$ cat config.mk
export PLATFORM = sky130hd
export DESIGN_NAME = mp_sched_flat
export DESIGN_NICKNAME = d
export VERILOG_FILES = /design/src/rtl/mp_sched_if.sv /design/src/rtl/mp_sched.sv /design/src/flat_wrapper.sv
export SDC_FILE = /design/constraint.sdc
export NUM_CORES = 2
export LEC_CHECK = 0
export CAP_MARGIN = 20
export CORE_UTILIZATION = 48
export CTS_CLUSTER_DIAMETER = 30
export DETAILED_ROUTE_END_ITERATION = 10
export PLACE_DENSITY = 0.67
export SLEW_MARGIN = 30
export SYNTH_ARGS = -nofsm -noshare
export SYNTH_HDL_FRONTEND = slang
export SYNTH_SLANG_ARGS = --single-unit
$ cat constraint.sdc
create_clock -name clk -period 9.4 [get_ports clk]
set_input_delay 2.82 -clock clk [delete_from_list [all_inputs] [get_ports clk]]
set_output_delay 2.82 -clock clk [all_outputs]
set_load 0.05 [all_outputs]
$ cat src/rtl/mp_sched_if.sv
// Bundle of the scheduler's layer-config, postprocessor, maxpool and buffer-write signals.
// master = environment side, slave = mp_sched.
interface mp_sched_if #(
    parameter int W_SIZE    = 16,
    parameter int W_CHANNEL = 16,
    parameter int OFM_DW    = 32,
    parameter int OFM_AW    = 17
) ();
    logic                 i_start;
    logic                 i_pool_en;
    logic [W_SIZE-1:0]    q_width;
    logic [W_SIZE-1:0]    q_height;
    logic [W_CHANNEL-1:0] q_channel_out;
    logic                 pp_vld;
    logic [OFM_DW-1:0]    pp_data;
    logic                 mp_in_vld;
    logic [OFM_DW-1:0]    mp_in_data;
    logic [W_SIZE-1:0]    mp_row;
    logic [W_SIZE-1:0]    mp_col;
    logic [W_CHANNEL-1:0] mp_chn;
    logic                 mp_out_vld;
    logic [OFM_DW-1:0]    mp_out_data;
    logic [OFM_AW-1:0]    mp_out_addr;
    logic                 o_wr_vld;
    logic [OFM_DW-1:0]    o_wr_data;
    logic [OFM_AW-1:0]    o_wr_addr;
    logic                 o_busy;
    logic                 o_done;
    logic                 o_err;

    modport master (
        output i_start, i_pool_en, q_width, q_height, q_channel_out,
        output pp_vld, pp_data, mp_out_vld, mp_out_data, mp_out_addr,
        input  mp_in_vld, mp_in_data, mp_row, mp_col, mp_chn,
        input  o_wr_vld, o_wr_data, o_wr_addr, o_busy, o_done, o_err
    );

    modport slave (
        input  i_start, i_pool_en, q_width, q_height, q_channel_out,
        input  pp_vld, pp_data, mp_out_vld, mp_out_data, mp_out_addr,
        output mp_in_vld, mp_in_data, mp_row, mp_col, mp_chn,
        output o_wr_vld, o_wr_data, o_wr_addr, o_busy, o_done, o_err
    );
endinterface

$ cat src/rtl/mp_sched.sv
// Per-layer scheduler: walks the postprocessor stream (tile, row, col), routes it to maxpool
// or straight to the buffer manager, and signals completion once every expected write lands.
module mp_sched #(
    parameter int W_SIZE    = 16,
    parameter int W_CHANNEL = 16,
    parameter int OFM_DW    = 32,
    parameter int OFM_AW    = 17,
    parameter int W_CNT     = 32
) (
    input  logic          clk,
    input  logic          rstn,
    mp_sched_if.slave     bus
);
    typedef enum logic [1:0] {
        ST_IDLE  = 2'd0,
        ST_RUN   = 2'd1,
        ST_DRAIN = 2'd2,
        ST_DONE  = 2'd3
    } state_t;

    localparam logic [W_SIZE-1:0]    W_ONE = {{(W_SIZE-1){1'b0}}, 1'b1};
    localparam logic [W_CHANNEL-1:0] C_ONE = {{(W_CHANNEL-1){1'b0}}, 1'b1};
    localparam logic [OFM_AW-1:0]    A_ONE = {{(OFM_AW-1){1'b0}}, 1'b1};
    localparam logic [W_CNT-1:0]     N_ONE = {{(W_CNT-1){1'b0}}, 1'b1};

    state_t               state_r;
    logic [W_SIZE-1:0]    w_r;
    logic [W_SIZE-1:0]    h_r;
    logic [W_CHANNEL-1:0] c_r;
    logic                 pool_r;
    logic [W_CNT-1:0]     exp_cnt_r;
    logic [W_CNT-1:0]     wr_cnt_r;
    logic [W_SIZE-1:0]    col_r;
    logic [W_SIZE-1:0]    row_r;
    logic [W_CHANNEL-1:0] chn_r;
    logic [OFM_AW-1:0]    addr_r;

    logic                 mp_in_vld_r;
    logic [OFM_DW-1:0]    mp_in_data_r;
    logic [W_SIZE-1:0]    mp_row_r;
    logic [W_SIZE-1:0]    mp_col_r;
    logic [W_CHANNEL-1:0] mp_chn_r;
    logic                 wr_vld_r;
    logic [OFM_DW-1:0]    wr_data_r;
    logic [OFM_AW-1:0]    wr_addr_r;
    logic                 done_r;
    logic                 err_r;

    logic                 cfg_bad_s;
    logic [W_CNT-1:0]     ew_s;
    logic [W_CNT-1:0]     eh_s;
    logic [W_CNT-1:0]     ec_s;
    logic [W_CNT-1:0]     exp_cnt_s;
    logic                 col_last_s;
    logic                 row_last_s;
    logic                 chn_last_s;
    logic                 pp_run_s;
    logic                 wr_req_s;
    logic                 wr_room_s;
    logic                 err_set_s;
    logic [OFM_AW-1:0]    c_step_s;

    // Pooling halves both spatial dimensions, so it needs even W and H.
    assign cfg_bad_s = (bus.q_width == '0) || (bus.q_height == '0) || (bus.q_channel_out == '0) ||
                       (bus.i_pool_en && (bus.q_width[0] || bus.q_height[0]));

    assign ew_s      = bus.i_pool_en ? W_CNT'(bus.q_width[W_SIZE-1:1])  : W_CNT'(bus.q_width);
    assign eh_s      = bus.i_pool_en ? W_CNT'(bus.q_height[W_SIZE-1:1]) : W_CNT'(bus.q_height);
    assign ec_s      = W_CNT'(bus.q_channel_out);
    assign exp_cnt_s = ew_s * eh_s * ec_s;

    assign col_last_s = (col_r == (w_r - W_ONE));
    assign row_last_s = (row_r == (h_r - W_ONE));
    assign chn_last_s = (chn_r == (c_r - C_ONE));
    assign c_step_s   = OFM_AW'(c_r);

    assign pp_run_s  = bus.pp_vld && (state_r == ST_RUN);
    assign wr_req_s  = pool_r ? (bus.mp_out_vld && (state_r != ST_IDLE)) : pp_run_s;
    assign wr_room_s = (wr_cnt_r < exp_cnt_r);

    // Dropped traffic: stray pp data, maxpool results with no pooled layer, or surplus writes.
    assign err_set_s = (bus.pp_vld && (state_r != ST_RUN)) ||
                       (bus.mp_out_vld && (!pool_r || (state_r == ST_IDLE))) ||
                       (wr_req_s && !wr_room_s);

    // Layer FSM, stream counters and all registered outputs.
    always_ff @(posedge clk or negedge rstn) begin
        if (!rstn) begin
            state_r      <= ST_IDLE;
            w_r          <= '0;
            h_r          <= '0;
            c_r          <= '0;
            pool_r       <= 1'b0;
            exp_cnt_r    <= '0;
            wr_cnt_r     <= '0;
            col_r        <= '0;
            row_r        <= '0;
            chn_r        <= '0;
            addr_r       <= '0;
            mp_in_vld_r  <= 1'b0;
            mp_in_data_r <= '0;
            mp_row_r     <= '0;
            mp_col_r     <= '0;
            mp_chn_r     <= '0;
            wr_vld_r     <= 1'b0;
            wr_data_r    <= '0;
            wr_addr_r    <= '0;
            done_r       <= 1'b0;
            err_r        <= 1'b0;
        end else begin
            mp_in_vld_r <= 1'b0;
            wr_vld_r    <= 1'b0;
            done_r      <= 1'b0;

            case (state_r)
                ST_IDLE: begin
                    if (bus.i_start) begin
                        if (cfg_bad_s) begin
                            err_r <= 1'b1;
                        end else begin
                            w_r       <= bus.q_width;
                            h_r       <= bus.q_height;
                            c_r       <= bus.q_channel_out;
                            pool_r    <= bus.i_pool_en;
                            exp_cnt_r <= exp_cnt_s;
                            wr_cnt_r  <= '0;
                            col_r     <= '0;
                            row_r     <= '0;
                            chn_r     <= '0;
                            addr_r    <= '0;
                            err_r     <= 1'b0;
                            state_r   <= ST_RUN;
                        end
                    end
                end
                ST_RUN: begin
                    if (pp_run_s && col_last_s && row_last_s && chn_last_s) begin
                        state_r <= ST_DRAIN;
                    end
                end
                ST_DRAIN: begin
                    // Compares the registered count, so DRAIN always lasts at least one cycle.
                    if (wr_cnt_r == exp_cnt_r) begin
                        state_r <= ST_DONE;
                        done_r  <= 1'b1;
                    end
                end
                ST_DONE: begin
                    state_r <= ST_IDLE;
                end
                default: begin
                    state_r <= ST_IDLE;
                end
            endcase

            if (pp_run_s) begin
                if (pool_r) begin
                    mp_in_vld_r  <= 1'b1;
                    mp_in_data_r <= bus.pp_data;
                    mp_row_r     <= row_r;
                    mp_col_r     <= col_r;
                    mp_chn_r     <= chn_r;
                end
                // Address steps by C per pixel; each new tile restarts at its own channel index.
                if (col_last_s) begin
                    col_r <= '0;
                    if (row_last_s) begin
                        row_r  <= '0;
                        chn_r  <= chn_last_s ? '0 : (chn_r + C_ONE);
                        addr_r <= OFM_AW'(chn_r) + A_ONE;
                    end else begin
                        row_r  <= row_r + W_ONE;
                        addr_r <= addr_r + c_step_s;
                    end
                end else begin
                    col_r  <= col_r + W_ONE;
                    addr_r <= addr_r + c_step_s;
                end
            end

            if (wr_req_s && wr_room_s) begin
                wr_vld_r  <= 1'b1;
                wr_data_r <= pool_r ? bus.mp_out_data : bus.pp_data;
                wr_addr_r <= pool_r ? bus.mp_out_addr : addr_r;
                wr_cnt_r  <= wr_cnt_r + N_ONE;
            end

            if (err_set_s) begin
                err_r <= 1'b1;
            end
        end
    end

    assign bus.mp_in_vld  = mp_in_vld_r;
    assign bus.mp_in_data = mp_in_data_r;
    assign bus.mp_row     = mp_row_r;
    assign bus.mp_col     = mp_col_r;
    assign bus.mp_chn     = mp_chn_r;
    assign bus.o_wr_vld   = wr_vld_r;
    assign bus.o_wr_data  = wr_data_r;
    assign bus.o_wr_addr  = wr_addr_r;
    assign bus.o_busy     = (state_r != ST_IDLE);
    assign bus.o_done     = done_r;
    assign bus.o_err      = err_r;
endmodule

$ cat src/flat_wrapper.sv
// flat-port wrapper written by rule: the top's interface ports become plain ports
module mp_sched_flat 
#(
    parameter int W_SIZE    = 16,
    parameter int W_CHANNEL = 16,
    parameter int OFM_DW    = 32,
    parameter int OFM_AW    = 17,
    parameter int W_CNT     = 32
)
  (clk, rstn, bus_i_start, bus_i_pool_en, bus_q_width, bus_q_height, bus_q_channel_out, bus_pp_vld, bus_pp_data, bus_mp_out_vld, bus_mp_out_data, bus_mp_out_addr, bus_mp_in_vld, bus_mp_in_data, bus_mp_row, bus_mp_col, bus_mp_chn, bus_o_wr_vld, bus_o_wr_data, bus_o_wr_addr, bus_o_busy, bus_o_done, bus_o_err);
  mp_sched_if #(.W_SIZE(W_SIZE), .W_CHANNEL(W_CHANNEL), .OFM_DW(OFM_DW), .OFM_AW(OFM_AW)) bus_i ();
  input  logic clk;
  input  logic rstn;
  input wire logic [$bits(bus_i.i_start)-1:0] bus_i_start;
  input wire logic [$bits(bus_i.i_pool_en)-1:0] bus_i_pool_en;
  input wire logic [$bits(bus_i.q_width)-1:0] bus_q_width;
  input wire logic [$bits(bus_i.q_height)-1:0] bus_q_height;
  input wire logic [$bits(bus_i.q_channel_out)-1:0] bus_q_channel_out;
  input wire logic [$bits(bus_i.pp_vld)-1:0] bus_pp_vld;
  input wire logic [$bits(bus_i.pp_data)-1:0] bus_pp_data;
  input wire logic [$bits(bus_i.mp_out_vld)-1:0] bus_mp_out_vld;
  input wire logic [$bits(bus_i.mp_out_data)-1:0] bus_mp_out_data;
  input wire logic [$bits(bus_i.mp_out_addr)-1:0] bus_mp_out_addr;
  output wire logic [$bits(bus_i.mp_in_vld)-1:0] bus_mp_in_vld;
  output wire logic [$bits(bus_i.mp_in_data)-1:0] bus_mp_in_data;
  output wire logic [$bits(bus_i.mp_row)-1:0] bus_mp_row;
  output wire logic [$bits(bus_i.mp_col)-1:0] bus_mp_col;
  output wire logic [$bits(bus_i.mp_chn)-1:0] bus_mp_chn;
  output wire logic [$bits(bus_i.o_wr_vld)-1:0] bus_o_wr_vld;
  output wire logic [$bits(bus_i.o_wr_data)-1:0] bus_o_wr_data;
  output wire logic [$bits(bus_i.o_wr_addr)-1:0] bus_o_wr_addr;
  output wire logic [$bits(bus_i.o_busy)-1:0] bus_o_busy;
  output wire logic [$bits(bus_i.o_done)-1:0] bus_o_done;
  output wire logic [$bits(bus_i.o_err)-1:0] bus_o_err;
  assign bus_i.i_start = bus_i_start;
  assign bus_i.i_pool_en = bus_i_pool_en;
  assign bus_i.q_width = bus_q_width;
  assign bus_i.q_height = bus_q_height;
  assign bus_i.q_channel_out = bus_q_channel_out;
  assign bus_i.pp_vld = bus_pp_vld;
  assign bus_i.pp_data = bus_pp_data;
  assign bus_i.mp_out_vld = bus_mp_out_vld;
  assign bus_i.mp_out_data = bus_mp_out_data;
  assign bus_i.mp_out_addr = bus_mp_out_addr;
  assign bus_mp_in_vld = bus_i.mp_in_vld;
  assign bus_mp_in_data = bus_i.mp_in_data;
  assign bus_mp_row = bus_i.mp_row;
  assign bus_mp_col = bus_i.mp_col;
  assign bus_mp_chn = bus_i.mp_chn;
  assign bus_o_wr_vld = bus_i.o_wr_vld;
  assign bus_o_wr_data = bus_i.o_wr_data;
  assign bus_o_wr_addr = bus_i.o_wr_addr;
  assign bus_o_busy = bus_i.o_busy;
  assign bus_o_done = bus_i.o_done;
  assign bus_o_err = bus_i.o_err;
  mp_sched #(.W_SIZE(W_SIZE), .W_CHANNEL(W_CHANNEL), .OFM_DW(OFM_DW), .OFM_AW(OFM_AW), .W_CNT(W_CNT)) u_core (.clk(clk), .rstn(rstn), .bus(bus_i));
endmodule
# Word-level counts from Yosys, hierarchy flattened
# Cells that the tools add are included.
# Widths: inputs -> output; s select.
# op_classes
muxes,47
n_reduce_logical,36
bitwise,1
n_lt_le_gt_ge,1
addsub,9
mul,2
eq_ne,14
# op_table
op,count
$mux 16,20
$mux 32,5
$mux 17,7
$add 16x1->16 const B,3
$eq 16x16->1,3
$logic_not 16->1,3
$sub 16x1->16 const B,3
$add 32x1->32 const B,1
$eq 32x32->1,1
$lt 32x32->1,1
$mul 32x16->32,1
$mul 32x32->32,1
$add 16x1->17 const B,1
$add 17x16->17,1
$reduce_bool 2->1,7
$logic_and 1x1->1,10
$mux 1,10
$ne 2x2->1 const B,5
$reduce_and 3->1,3
$mux 2,4
$pmux 2 s4,1
$logic_or 1x1->1,7
$eq 2x2->1 const B,2
$ne 2x1->1 const B,2
6 further kinds,8
# totals
out_inout_bits,134
regBits,313

# Depth between registers and ports, before layout
# depth
ltp_word,10
mapped_depth,49
depth_no_buf,45

# Least setup slack after synthesis
# Ideal clock, no wire load.
# synth_timing
kind,input -> register
startpoint,in bus_i_pool_en
endpoint,reg u_core.exp_cnt_r[31]
arrival_ns,14.966
n_path_buf,4
setup_slack_ns,-5.642
stages,44
path_cell_list,clkbuf_1 buf_1 clkbuf_1 mux2_2 nand2_1 fa_1 fa_1 inv_1 fa_1 inv_1 fa_1 fa_1 fa_1 inv_1 ha_1 a21oi_1 nand2_1 a221oi_2 [... 8 more ...] fa_1 inv_1 fa_1 inv_1 fa_1 inv_1 ha_1 or4_1 or2_0 o22ai_1 o31ai_1 a221o_1 a21oi_1 nor2b_1 o21a_1 o41ai_1 xnor3_1 o21ai_1
# synth_between
elab_chain_cells,4
# synth_lines
element,line,text
from (decl),flat_wrapper.sv:15,input wire logic [$bits(bus_i.i_pool_en)-1:0] bus_i_pool_en;
"parallel branches: the longest is 4 deep, another holds $mul 32x32->32",n/a,
to (signal assigned),mp_sched.sv:125,exp_cnt_r <= exp_cnt_s;
to (decl),mp_sched.sv:31,logic [W_CNT-1:0] exp_cnt_r;
# Several ways; the timed one is not identified.
# A chain may end at the register's enable or synchronous reset.

# Worst setup path in the final report
# Ends and elaborated chain as after synthesis.

==> results.cfg <==
[status]
status = finished with violations
violations = negative setup slack

[synth]
synthCells = 4031
synth_top_cell_by_area = fa_1
synth-seq-area-share = 0.214
synth_cell_types = 79
netlist_top_cells_area = fa_1 (27%), dfrtp_1 (21%), ha_1 (7.8%)
syn-mean-instance-area_um2 = 9.08
synthFlopType = dfrtp_1
synth_area_um2 = 36600
async_reset_ff_frac = 1.00
synth_enable_flop_cells = 0
yosysTopAreaCellShare = 0.273
ys_seq_elements = 313
syn-num-nets = 4892
ys.warnings.count = 0

[clock_network]
path_clk_slew_ns = 0.04
numCtsBuffers = 72
clock_latency_ns = 0.61
htreeDepth = 3
cts.sinks = 313
cts-root-buf = clkbuf_16
cts_buffer_depth = 3
cts_tree = yes

[worst_setup_path]
critical-path-top-delay-family = adder cells
setup.worst_path.class = input pin to flop
start_kind = input pin
max_stage_delay_ns = 0.54
required_ns = 9.91
crit_path_frequent_cell = fa_1
r2r_cells = 12
arrival_ns = 13.90
cp_num_buf_inv = 11
crit_cells = 45
path_max_fanout = 7
critPathSlowestCell = fa_1
ff2ff_setup_slack_ns = 4.75
cp-end-kind = flop

[sta]
final.min_clock_period_ns = 13.39
rsz0062_at_grt = yes
setup_viol = 25
max_freq_ghz = 0.0747
period_share = 1.42
setup_ws_ns = -3.99
hold_viol = 0
drv_slew = 0
relSlewSlack = 0.326
skew_ns = 0.0492
worst_pin_slew_ns = 1.01

[floorplan]
die-area_um2 = 77300
coreArea_um2 = 74900
start_util = 0.488
die_w_um = 278
num_rows = 100
die_h_um = 278
io_pins = 269

[routing]
dr.pass1.iters = 7
drtIter0Drc = 1990
via_per_inst = 5.26
drc = 0
wl_per_cell_um = 17.7
ant_nets = 0
wl_um = 102000
routed-via-count = 30200

[grt]
grt_antenna_before_repair = 0
grt_first_pass_wirelength_um = 169000
grt_overflow = 0
grt_pass1_vias = 31600
grt_max_degree = 158
grt.total_usage = 0.273

[place]
hpwl_um = 80200
routabilityCongestion = 0.968
dp_worst_setup_slack_ns = -5.15
io_buffers = 268

[finish]
syn2layout_area_growth_pct = 32.0
final_cell_mix = inv_1 (604), nand2_1 (574), fa_1 (482)
drive_above_1_share = 0.215
final_common_cell = inv_1
diodes = 0
fin_nets = 5573
fillers = 6140

[worst_hold_path]
min_path_cells = 2
hp-class = flop to flop

[job]
cap_violations = 0
through the flow:
| stage | cells | cell area, um^2 | setup TNS (ns) | hold WS (ns) | utilization |
|---|---|---|---|---|---|
| after detailed placement | 5524 | 44000 | -93.39 | 0.473 | 0.587 |
| after global placement | 5524 | 44000 | -93.95 | 0.467 | 0.587 |
| after global routing | 5739 | 48300 | -75.08 | 0.504 | 0.644 |
| after floorplan | 4031 | 37500 | -67.81 | 0.445 | - |
| after CTS | 5698 | 47400 | -66.10 | 0.482 | 0.633 |
| final | 5739 | 48300 | -66.80 | 0.476 | 0.644 |
timing repair:
action | 4_1_cts | 5_1_grt
buffers inserted | 42 | 42
pin swaps | 81 | 107
hold buffers | 0 | 0
cloned | 0 | 1
resized for setup | 157 | 151
setup endpoints to repair | 26 | 26
final cells by class:
cell class                 instances  area (um^2)  area share
clock buffer                      89         1970      0.0407
clock inverter                    43          668      0.0138
inverter                         644         2420      0.0500
multi-input combinational       2899        27200       0.563
sequential                       313         7830       0.162
tap                              969         1210      0.0251
timing repair buffer             782         6990       0.145
layer usage:
layer  track usage  routed length (um)  vias up
li1              -                   -    14100
met1         0.376               44200    15000
met2         0.451               48900      871
met3        0.0352                5770      177
met4        0.0788                2830        0
met5             0                   0        -
worst reg2reg max path: cells and delay by family, from the launching register on:
kind | cells | cell delay, ns
flip-flops | 1 | 0.44
multiplexers | 1 | 0.12
AO/OA/AOI/OAI | 4 | 1.05
AND/OR/NAND/NOR | 7 | 2.95
synthesized netlist by cell type, types with 4 or more instances:
| library cell | count |
|---|---|
| xnor2_1 | 111 |
| a211oi_1 | 4 |
| a31oi_1 | 12 |
| a2111oi_0 | 4 |
| o21ai_1 | 12 |
| inv_1 | 644 |
| o31ai_1 | 15 |
| ha_1 | 227 |
| o21ai_0 | 180 |
| a21oi_1 | 128 |
| o21bai_1 | 18 |
| nand3_1 | 52 |
| nor2_1 | 224 |
| nor2b_1 | 21 |
| a22oi_1 | 9 |
| a21o_1 | 31 |
| mux2i_1 | 101 |
| clkbuf_1 | 162 |
| and3_1 | 63 |
| o211ai_1 | 7 |
| nand2b_1 | 40 |
| buf_2 | 7 |
| xor2_1 | 56 |
| nor3_1 | 21 |
| or3_1 | 4 |
| o22ai_1 | 5 |
| buf_1 | 6 |
| nand2_1 | 606 |
| and2_1 | 185 |
| fa_1 | 499 |
| mux2_2 | 118 |
| o21a_1 | 17 |
| dfrtp_1 | 313 |
| nor4_1 | 24 |
| xnor3_1 | 5 |
| nand4_1 | 35 |
final timing paths:
| check | endpoint | startpoint |
|---|---|---|
| hold / removal | u_core.exp_cnt_r[26] | u_core.exp_cnt_r[26] |
| hold reg to reg | u_core.exp_cnt_r[26] | u_core.exp_cnt_r[26] |
| max in group asynchronous | u_core.exp_cnt_r[31] | rstn |
| setup / recovery | u_core.exp_cnt_r[31] | bus_i_pool_en |
| min in group asynchronous | u_core.col_r[6] | rstn |
| setup reg to reg | u_core.chn_r[2] | u_core.w_r[3] |
flip-flops by register name (all words and copies together), names as in the netlist:
register and flops:
u_core.bus.mp_in_data 32, u_core.bus.o_wr_data 32, u_core.exp_cnt_r 32, u_core.wr_cnt_r 32
u_core.addr_r 17, u_core.bus.o_wr_addr 17, u_core.bus.mp_chn 16, u_core.bus.mp_col 16
u_core.bus.mp_row 16, u_core.c_r 16, u_core.chn_r 16, u_core.col_r 16
u_core.h_r 16, u_core.row_r 16, u_core.w_r 16, u_core.state_r 2
u_core.bus.mp_in_vld 1, u_core.bus.o_done 1, u_core.bus.o_err 1, u_core.bus.o_wr_vld 1
u_core.pool_r 1
cells by family after synthesis:
group,count (synthesis),synth area share
AOI/OAI and AO/OA,482,0.0797
xor gates and xnor gates,172,0.0430
adders and majority gates,726,0.351
buffers and inverters,819,0.0842
DFF,313,0.214
muxes,220,0.0642
and+or+nand+nor,1299,0.164
Power is left out: the tool's default activity adds up to more than one toggle a clock period on the data nets, which glitch-free logic cannot reach.
